==> src/rtl/lcd1602_ctrl.sv <==
// ---------------------------------------------------------------------------
// lcd1602_ctrl -- HD44780-compatible character LCD controller (1 or 2 rows).
//
// Holds a ROWS x COLS character frame buffer, runs the panel power-up /
// initialisation sequence after reset, then refreshes the whole panel from
// the buffer forever over the 8-bit parallel bus.
//
// Ports:
//   clk      system clock
//   rst_n    asynchronous active-low reset
//   wr_en    write one buffer byte this cycle (ignored while busy or on clr)
//   wr_addr  buffer index = row*COLS + col; indices >= ROWS*COLS are ignored
//   wr_data  character code
//   clr      start a sweep that fills the buffer with 0x20, one entry per clk
//   busy     clear sweep in progress
//   ready    initialisation done, refresh running
//   lcd_rs   register select (0 = command, 1 = data)
//   lcd_rw   read/write select, always write (0)
//   lcd_en   enable strobe
//   lcd_dat  data bus
//   lcd_n    backlight cathode (0)
//   lcd_p    backlight anode (1)
// ---------------------------------------------------------------------------
module lcd1602_ctrl #(
    parameter int CLK_DIV  = 16,
    parameter int COLS     = 16,
    parameter int ROWS     = 2,
    parameter int PWR_WAIT = 4,
    parameter int CLR_WAIT = 64,
    parameter int AW       = $clog2(ROWS*COLS)
) (
    input  logic          clk,
    input  logic          rst_n,
    input  logic          wr_en,
    input  logic [AW-1:0] wr_addr,
    input  logic [7:0]    wr_data,
    input  logic          clr,
    output logic          busy,
    output logic          ready,
    output logic          lcd_rs,
    output logic          lcd_rw,
    output logic          lcd_en,
    output logic [7:0]    lcd_dat,
    output logic          lcd_n,
    output logic          lcd_p
);

    localparam int N    = ROWS * COLS;
    localparam int IW   = $clog2(N);
    localparam int TW   = $clog2(CLK_DIV);
    localparam int WMAX = (PWR_WAIT > CLR_WAIT) ? PWR_WAIT : CLR_WAIT;
    localparam int WW   = $clog2(WMAX + 1);
    localparam int CW   = $clog2(COLS + 1);

    typedef enum logic [2:0] {S_PWR, S_INIT, S_CLRW, S_ROWADR, S_DATA} state_t;
    typedef enum logic [1:0] {P_SETUP, P_PULSE, P_HOLD} phase_t;

    assign lcd_rw = 1'b0;
    assign lcd_n  = 1'b0;
    assign lcd_p  = 1'b1;

    // ---------------- phase timer ----------------
    logic [TW-1:0] timer;
    logic          tick;

    assign tick = (timer == TW'(CLK_DIV - 1));

    // NOTE: sequential state uses non-blocking assignments so every register
    // samples the pre-edge values of the others, independent of block order.
    always_ff @(posedge clk or negedge rst_n) begin
        if (!rst_n)    timer <= '0;
        else if (tick) timer <= '0;
        else           timer <= timer + TW'(1);
    end

    // ---------------- frame buffer and clear sweep ----------------
    logic [7:0]    frame [N];
    logic [IW-1:0] clr_idx;
    logic          wr_in_range;

    assign wr_in_range = (int'(wr_addr) < N);

    // NOTE: the buffer is reset on purpose: the panel must show blanks (0x20)
    // straight after reset, so it is built from flops, not a RAM macro.
    always_ff @(posedge clk or negedge rst_n) begin
        if (!rst_n) begin
            for (int i = 0; i < N; i++) frame[i] <= 8'h20;
            busy    <= 1'b0;
            clr_idx <= '0;
        end else if (busy) begin
            frame[clr_idx] <= 8'h20;
            if (clr_idx == IW'(N - 1)) begin
                busy    <= 1'b0;
                clr_idx <= '0;
            end else begin
                clr_idx <= clr_idx + IW'(1);
            end
        end else if (clr) begin
            // clr takes priority: a write in the same cycle is dropped
            busy    <= 1'b1;
            clr_idx <= '0;
        end else if (wr_en && wr_in_range) begin
            frame[wr_addr[IW-1:0]] <= wr_data;
        end
    end

    // ---------------- refresh FSM ----------------
    state_t        state;
    phase_t        phase;
    logic [WW-1:0] wait_cnt;
    logic [1:0]    init_idx;
    logic          row;
    logic [CW-1:0] col;
    logic [CW-1:0] nxt_col;
    logic [IW-1:0] rd_idx;
    logic [7:0]    rd_byte;
    logic          next_row;

    function automatic logic [7:0] init_cmd(input logic [1:0] i);
        case (i)
            2'd0:    return 8'h38;  // 8-bit bus, 2 lines, 5x8 font
            2'd1:    return 8'h0C;  // display on, cursor off
            2'd2:    return 8'h06;  // increment, no shift
            default: return 8'h01;  // clear display
        endcase
    endfunction

    function automatic logic [7:0] row_cmd(input logic r);
        return r ? 8'hC0 : 8'h80;
    endfunction

    // Index of the byte loaded at the coming SETUP tick: col 0 after the row
    // address command, otherwise the column after the current one.
    // NOTE: every always_comb output gets a default first so no path can
    // leave it unassigned and infer a latch.
    always_comb begin
        nxt_col = '0;
        if (state == S_DATA && col != CW'(COLS - 1)) nxt_col = col + CW'(1);
        rd_idx = IW'(int'(row) * COLS + int'(nxt_col));
    end

    assign rd_byte  = frame[rd_idx];
    assign next_row = (ROWS == 2) ? ~row : 1'b0;

    always_ff @(posedge clk or negedge rst_n) begin
        if (!rst_n) begin
            state    <= S_PWR;
            phase    <= P_SETUP;
            wait_cnt <= '0;
            init_idx <= '0;
            row      <= 1'b0;
            col      <= '0;
            lcd_en   <= 1'b0;
            lcd_rs   <= 1'b0;
            lcd_dat  <= 8'h00;
            ready    <= 1'b0;
        end else if (tick) begin
            case (state)
                S_PWR: begin
                    if (wait_cnt == WW'(PWR_WAIT - 1)) begin
                        state    <= S_INIT;
                        phase    <= P_SETUP;
                        wait_cnt <= '0;
                        init_idx <= '0;
                        lcd_rs   <= 1'b0;
                        lcd_dat  <= init_cmd(2'd0);
                    end else begin
                        wait_cnt <= wait_cnt + WW'(1);
                    end
                end
                S_CLRW: begin
                    if (wait_cnt == WW'(CLR_WAIT - 1)) begin
                        ready    <= 1'b1;
                        state    <= S_ROWADR;
                        phase    <= P_SETUP;
                        wait_cnt <= '0;
                        row      <= 1'b0;
                        lcd_rs   <= 1'b0;
                        lcd_dat  <= row_cmd(1'b0);
                    end else begin
                        wait_cnt <= wait_cnt + WW'(1);
                    end
                end
                default: begin
                    // S_INIT / S_ROWADR / S_DATA: one transfer per three phases
                    case (phase)
                        P_SETUP: begin
                            lcd_en <= 1'b1;
                            phase  <= P_PULSE;
                        end
                        P_PULSE: begin
                            lcd_en <= 1'b0;
                            phase  <= P_HOLD;
                        end
                        default: begin
                            // End of HOLD: this tick is the next SETUP tick,
                            // so rs/dat for the next transfer load here.
                            phase <= P_SETUP;
                            case (state)
                                S_INIT: begin
                                    if (init_idx == 2'd3) begin
                                        state    <= S_CLRW;
                                        wait_cnt <= '0;
                                    end else begin
                                        init_idx <= init_idx + 2'd1;
                                        lcd_dat  <= init_cmd(init_idx + 2'd1);
                                    end
                                end
                                S_ROWADR: begin
                                    state   <= S_DATA;
                                    col     <= '0;
                                    lcd_rs  <= 1'b1;
                                    lcd_dat <= rd_byte;
                                end
                                default: begin
                                    if (col == CW'(COLS - 1)) begin
                                        state   <= S_ROWADR;
                                        row     <= next_row;
                                        lcd_rs  <= 1'b0;
                                        lcd_dat <= row_cmd(next_row);
                                    end else begin
                                        col     <= nxt_col;
                                        lcd_dat <= rd_byte;
                                    end
                                end
                            endcase
                        end
                    endcase
                end
            endcase
        end
    end

endmodule

==> config.mk <==
export PLATFORM = sky130hd
export DESIGN_NAME = lcd1602_ctrl
export DESIGN_NICKNAME = d
export VERILOG_FILES = /design/src/rtl/lcd1602_ctrl.sv
export SDC_FILE = /design/constraint.sdc
export NUM_CORES = 1
export LEC_CHECK = 0
export BUFFER_PORTS_ARGS = -buffer_cell sky130_fd_sc_hd__buf_2
export CORE_MARGIN = 4
export CORE_UTILIZATION = 50
export DETAILED_ROUTE_END_ITERATION = 6
export GPL_TIMING_DRIVEN = 0
export HOLD_SLACK_MARGIN = 0.05
export MAX_ROUTING_LAYER = met4
export PLACE_DENSITY = 0.75
export SYNTH_ARGS = -nofsm -noshare
export SYNTH_HDL_FRONTEND = slang
export SYNTH_SLANG_ARGS = --single-unit
==> constraint.sdc <==
create_clock -name clk -period 4.5 [get_ports clk]
set_clock_uncertainty 0.1 [all_clocks]
set_input_delay 0 -clock clk [delete_from_list [all_inputs] [get_ports clk]]
set_output_delay 0 -clock clk [all_outputs]
set_load 0.01 [all_outputs]
==> flow_metrics.py <==
metrics = {
    "synth": {
        "syn_avg_cell_area_um2": 11.1,
        "syn_inst": 1267,
        "synth.distinct_cells": 68,
        "synthFlopType": "sky130_fd_sc_hd__dfrtp_1",
        "synth_area_um2": 14100,
        "yosysWarnings": 0,
        "synth_seq_area_share_pct": 53.2,
        "postSynth.asyncResetShare_pct": 100,
        "synth-edff-count": 0,
        "synth_register_bits": 297,
    },
    "cells_and_area": {
        "antenna_cells_inserted": 0,
        "layoutNonFillerInstCount": 1746,
        "fill_cells": 2366,
        "highest_count_cells_in_the_layout_ignoring_fill_and_taps": "sky130_fd_sc_hd__dfrtp_1 (265), sky130_fd_sc_hd__a22o_1 (231), sky130_fd_sc_hd__nand2_1 (88)",
        "design.final.nets": 1373,
        "area_growth_pct": 13.5,
        "most_frequent_standard_cell_in_the_layout_excluding_fill_and_tap_cells": "sky130_fd_sc_hd__dfrtp_1",
        "fraction_of_final_layout_cells_sized_beyond_drive_strength_1_pct": 13.8,
    },
    "place": {
        "buffer_ports.inserted": 25,
        "place_congestion": 1.02,
        "place_inst": 1673,
        "dpl.hpwl_mm": 32.3,
    },
    "clock_tree": {
        "postCtsResizedCells": 0,
        "cts_max_level": 2,
        "clk_path_buf_depth": 3,
        "clock_transition_at_the_registers_of_the_reported_paths_ns": 0.06,
        "root_buffer": "sky130_fd_sc_hd__clkbuf_16",
        "clock_tree_from_tritoncts": "done",
        "numClockSinks": 297,
        "number_of_clock_buffers_inserted_by_tritoncts": 34,
        "clkLatencyLatePin_ns": 0.51,
    },
    "drt": {
        "initial_drc_count": 1840,
        "ant_nets": 0,
        "routed_wl_mm": 48.5,
        "drt-pass1-iter-count": 6,
        "drc": 0,
        "detail_route.vias_per_cell": 6.90,
        "vias": 12000,
        "wl_per_cell_um": 27.8,
    },
    "timing": {
        "fin_crit_sh_pct": 95.8,
        "grt_setup_unrepaired": "no",
        "clock.fmax_mhz": 232,
        "slew_viol_final": 0,
        "tightest_slew_ns": 1.27,
        "max-slew-margin-rel_pct": 15.6,
        "finalCriticalPeriod_ns": 4.31,
        "timing.hold.ws_ns": 0.198,
        "final-hold-violation-count": 0,
        "final-setup-viol-count": 0,
    },
    "floorplan": {
        "fp.dieH_um": 176,
        "die_w_um": 176,
        "floorplan.initialDensity_pct": 50.6,
        "design.portCount": 32,
        "dieArea_um2": 30900,
        "design.core.area_um2": 27800,
        "core.rowCount": 61,
    },
    "setup_path": {
        "setup.worst_path.start_class": "flip-flop",
        "crit_slowest_cell": "sky130_fd_sc_hd__nor4b_4",
        "worstPathArrival_ns": 4.60,
        "critPathTopFamily": "simple AND/OR/NAND/NOR gates",
        "timing.critical_path.slowest_cell_delay_ns": 0.73,
        "timing.critical_path.to_type": "flip-flop",
        "critPathBufInv": 1,
        "worst-path-max-fanout": 10,
        "data_required_critical_path_ns": 4.79,
        "cp_cell_sequence": "ha_1, and3_1, ha_1, nor4b_4, nand2_1, clkbuf_1, nand2_1, a311oi_1, a311oi_1, nor4b_1, a221o_1",
        "setup.worst_path.class": "flip-flop to flip-flop",
    },
    "power": {
        "logic_gate_share_of_total_power_pct": 12.7,
        "worst_supply_voltage_drop_on_vdd_v": 0.000453,
        "p_clk_share_pct": 42.3,
        "sw_frac_of_total_pct": 27.3,
        "power.switching_w": 0.00175,
        "cellLeakagePower_nw": 7.25,
        "cellPowerDensity_nw_per_um2": 402,
        "power.internal_w": 0.00466,
        "power_frac_seq_pct": 45.0,
    },
    "grt": {
        "grt_pass1_wl_mm": 73.9,
        "grt_max_degree": 116,
        "antenna_found_initial": 0,
        "grt_pass1_vias": 11800,
        "overall_overflow_remaining_after_global_route": 0,
        "grt_use_total_pct": 32.3,
    },
    "hold_path": {
        "hold_path.class": "input pin to flip-flop",
    },
    "run": {
        "cap_viol_max_count": 0,
    },
    "status": {
        "outcome": "finished, final reports clean",
    },
}
area by class of cell:
cell class | instances | area, um^2 | area share [%]
inverters | 45 | 169 | 1.06
well taps | 378 | 473 | 2.97
flip-flops and latches | 297 | 7470 | 46.9
multi-input cells | 838 | 6020 | 37.7
repair buffers | 39 | 328 | 2.06
plain buffers | 88 | 400 | 2.51
clock inverters | 9 | 76.3 | 0.479
clock buffers | 52 | 1010 | 6.33
cell families after synthesis:
| group | Yosys count | share of synthesized area, % |
|---|---|---|
| muxes | 54 | 5.31 |
| other | 2 | 0.0534 |
| xor gates and xnor gates | 9 | 0.614 |
| adders and majority gates | 13 | 1.16 |
| DFF | 297 | 53.2 |
| buffers and inverters | 133 | 4.05 |
| AOI/OAI and AO/OA | 506 | 26.9 |
| and+or+nand+nor | 253 | 8.79 |
synthesized netlist by cell type (7+ instances only):
cell type | number | area (um^2)
sky130_fd_sc_hd__a211oi_1 | 11 | 82.6
sky130_fd_sc_hd__a21oi_1 | 76 | 380
sky130_fd_sc_hd__a221o_1 | 7 | 70.1
sky130_fd_sc_hd__a22o_1 | 231 | 2020
sky130_fd_sc_hd__a22oi_1 | 35 | 263
sky130_fd_sc_hd__a31oi_1 | 8 | 50.1
sky130_fd_sc_hd__a32oi_1 | 8 | 70.1
sky130_fd_sc_hd__and2_1 | 7 | 43.8
sky130_fd_sc_hd__and3_1 | 13 | 81.3
sky130_fd_sc_hd__buf_2 | 14 | 70.1
sky130_fd_sc_hd__clkbuf_1 | 59 | 221
sky130_fd_sc_hd__dfrtp_1 | 265 | 6630
sky130_fd_sc_hd__dfstp_2 | 32 | 841
sky130_fd_sc_hd__ha_1 | 13 | 163
sky130_fd_sc_hd__inv_1 | 45 | 169
sky130_fd_sc_hd__mux2_2 | 24 | 270
sky130_fd_sc_hd__mux2i_1 | 16 | 160
sky130_fd_sc_hd__mux4_2 | 14 | 315
sky130_fd_sc_hd__nand2_1 | 88 | 330
sky130_fd_sc_hd__nand2b_1 | 7 | 43.8
sky130_fd_sc_hd__nand3_1 | 17 | 85.1
sky130_fd_sc_hd__nor2_1 | 60 | 225
sky130_fd_sc_hd__nor2b_1 | 7 | 43.8
sky130_fd_sc_hd__nor3_1 | 17 | 85.1
sky130_fd_sc_hd__o21ai_0 | 61 | 305
sky130_fd_sc_hd__o22ai_1 | 25 | 156
flip-flops by register name (all words and copies together) (netlist names), 2 cells and up:
register	count
frame	256
lcd_dat	8
wait_cnt	7
clr_idx	5
col	5
timer	4
state	3
init_idx	2
phase	2
through the flow:
stage | setup WS (ns) | setup TNS (ns) | utilization [%] | cell area (um^2) | total power, W
5_1_grt | 0.162 | 0 | 57.4 | 15900 | 0.00659
6_report | 0.191 | 0 | 57.4 | 15900 | 0.00642
2_1_floorplan | 1.23 | 0 | - | 14100 | 0.00337
3_5_place_dp | 0.422 | 0 | 53.0 | 14700 | 0.00369
3_3_place_gp | -2.08 | -552.22 | 52.8 | 14700 | 0.00367
4_1_cts | 0.430 | 0 | 57.4 | 15900 | 0.00639
power groups by stage:
stage          combinational (W)  clock (W)  sequential, W
5_1_grt                 0.000855    0.00284        0.00290
4_1_cts                 0.000785    0.00273        0.00288
3_3_place_gp            0.000749          0        0.00292
6_report                0.000812    0.00271        0.00289
2_1_floorplan           0.000471          0        0.00290
3_5_place_dp            0.000768          0        0.00293
routing by layer:
metal / vias up / share of wire (%) / routed length, um / global-route usage [%]
li1: 4992 / - / - / -
met1: 5984 / 39 / 19000 / 44.0
met2: 898 / 43 / 20700 / 46.2
met3: 172 / 14 / 6560 / 9.45
met4: 0 / 4.6 / 2240 / 12.0
met5: - / 0 / 0 / -
worst min-delay path: stages:
cell	delay (ns)
sky130_fd_sc_hd__clkbuf_1	0.20
sky130_fd_sc_hd__nand3b_1	0.23
sky130_fd_sc_hd__nor2_2	0.12
sky130_fd_sc_hd__a22oi_1	0.20
path summary, 6_finish.rpt:
check	startpoint	slack, ns	to	cells past startpoint
worst max-delay path	col[0]	0.19	lcd_dat[7]	11
worst min-delay path	wr_addr[3]	0.20	frame[157]	4
worst max register to register	col[0]	0.19	lcd_dat[7]	11
worst min register to register	frame[229]	0.37	frame[229]	2
max in group asynchronous	rst_n	2.67	frame[123]	5
min in group asynchronous	rst_n	0.54	frame[221]	3
what timing repair did:
item | in CTS | in global routing
hold buffers | 12 | 0
hold endpoints to repair | 190 | 0
setup buffers | 0 | 0
endpoints found under the setup margin | 0 | 0
Power figures use the tool's default switching activity.
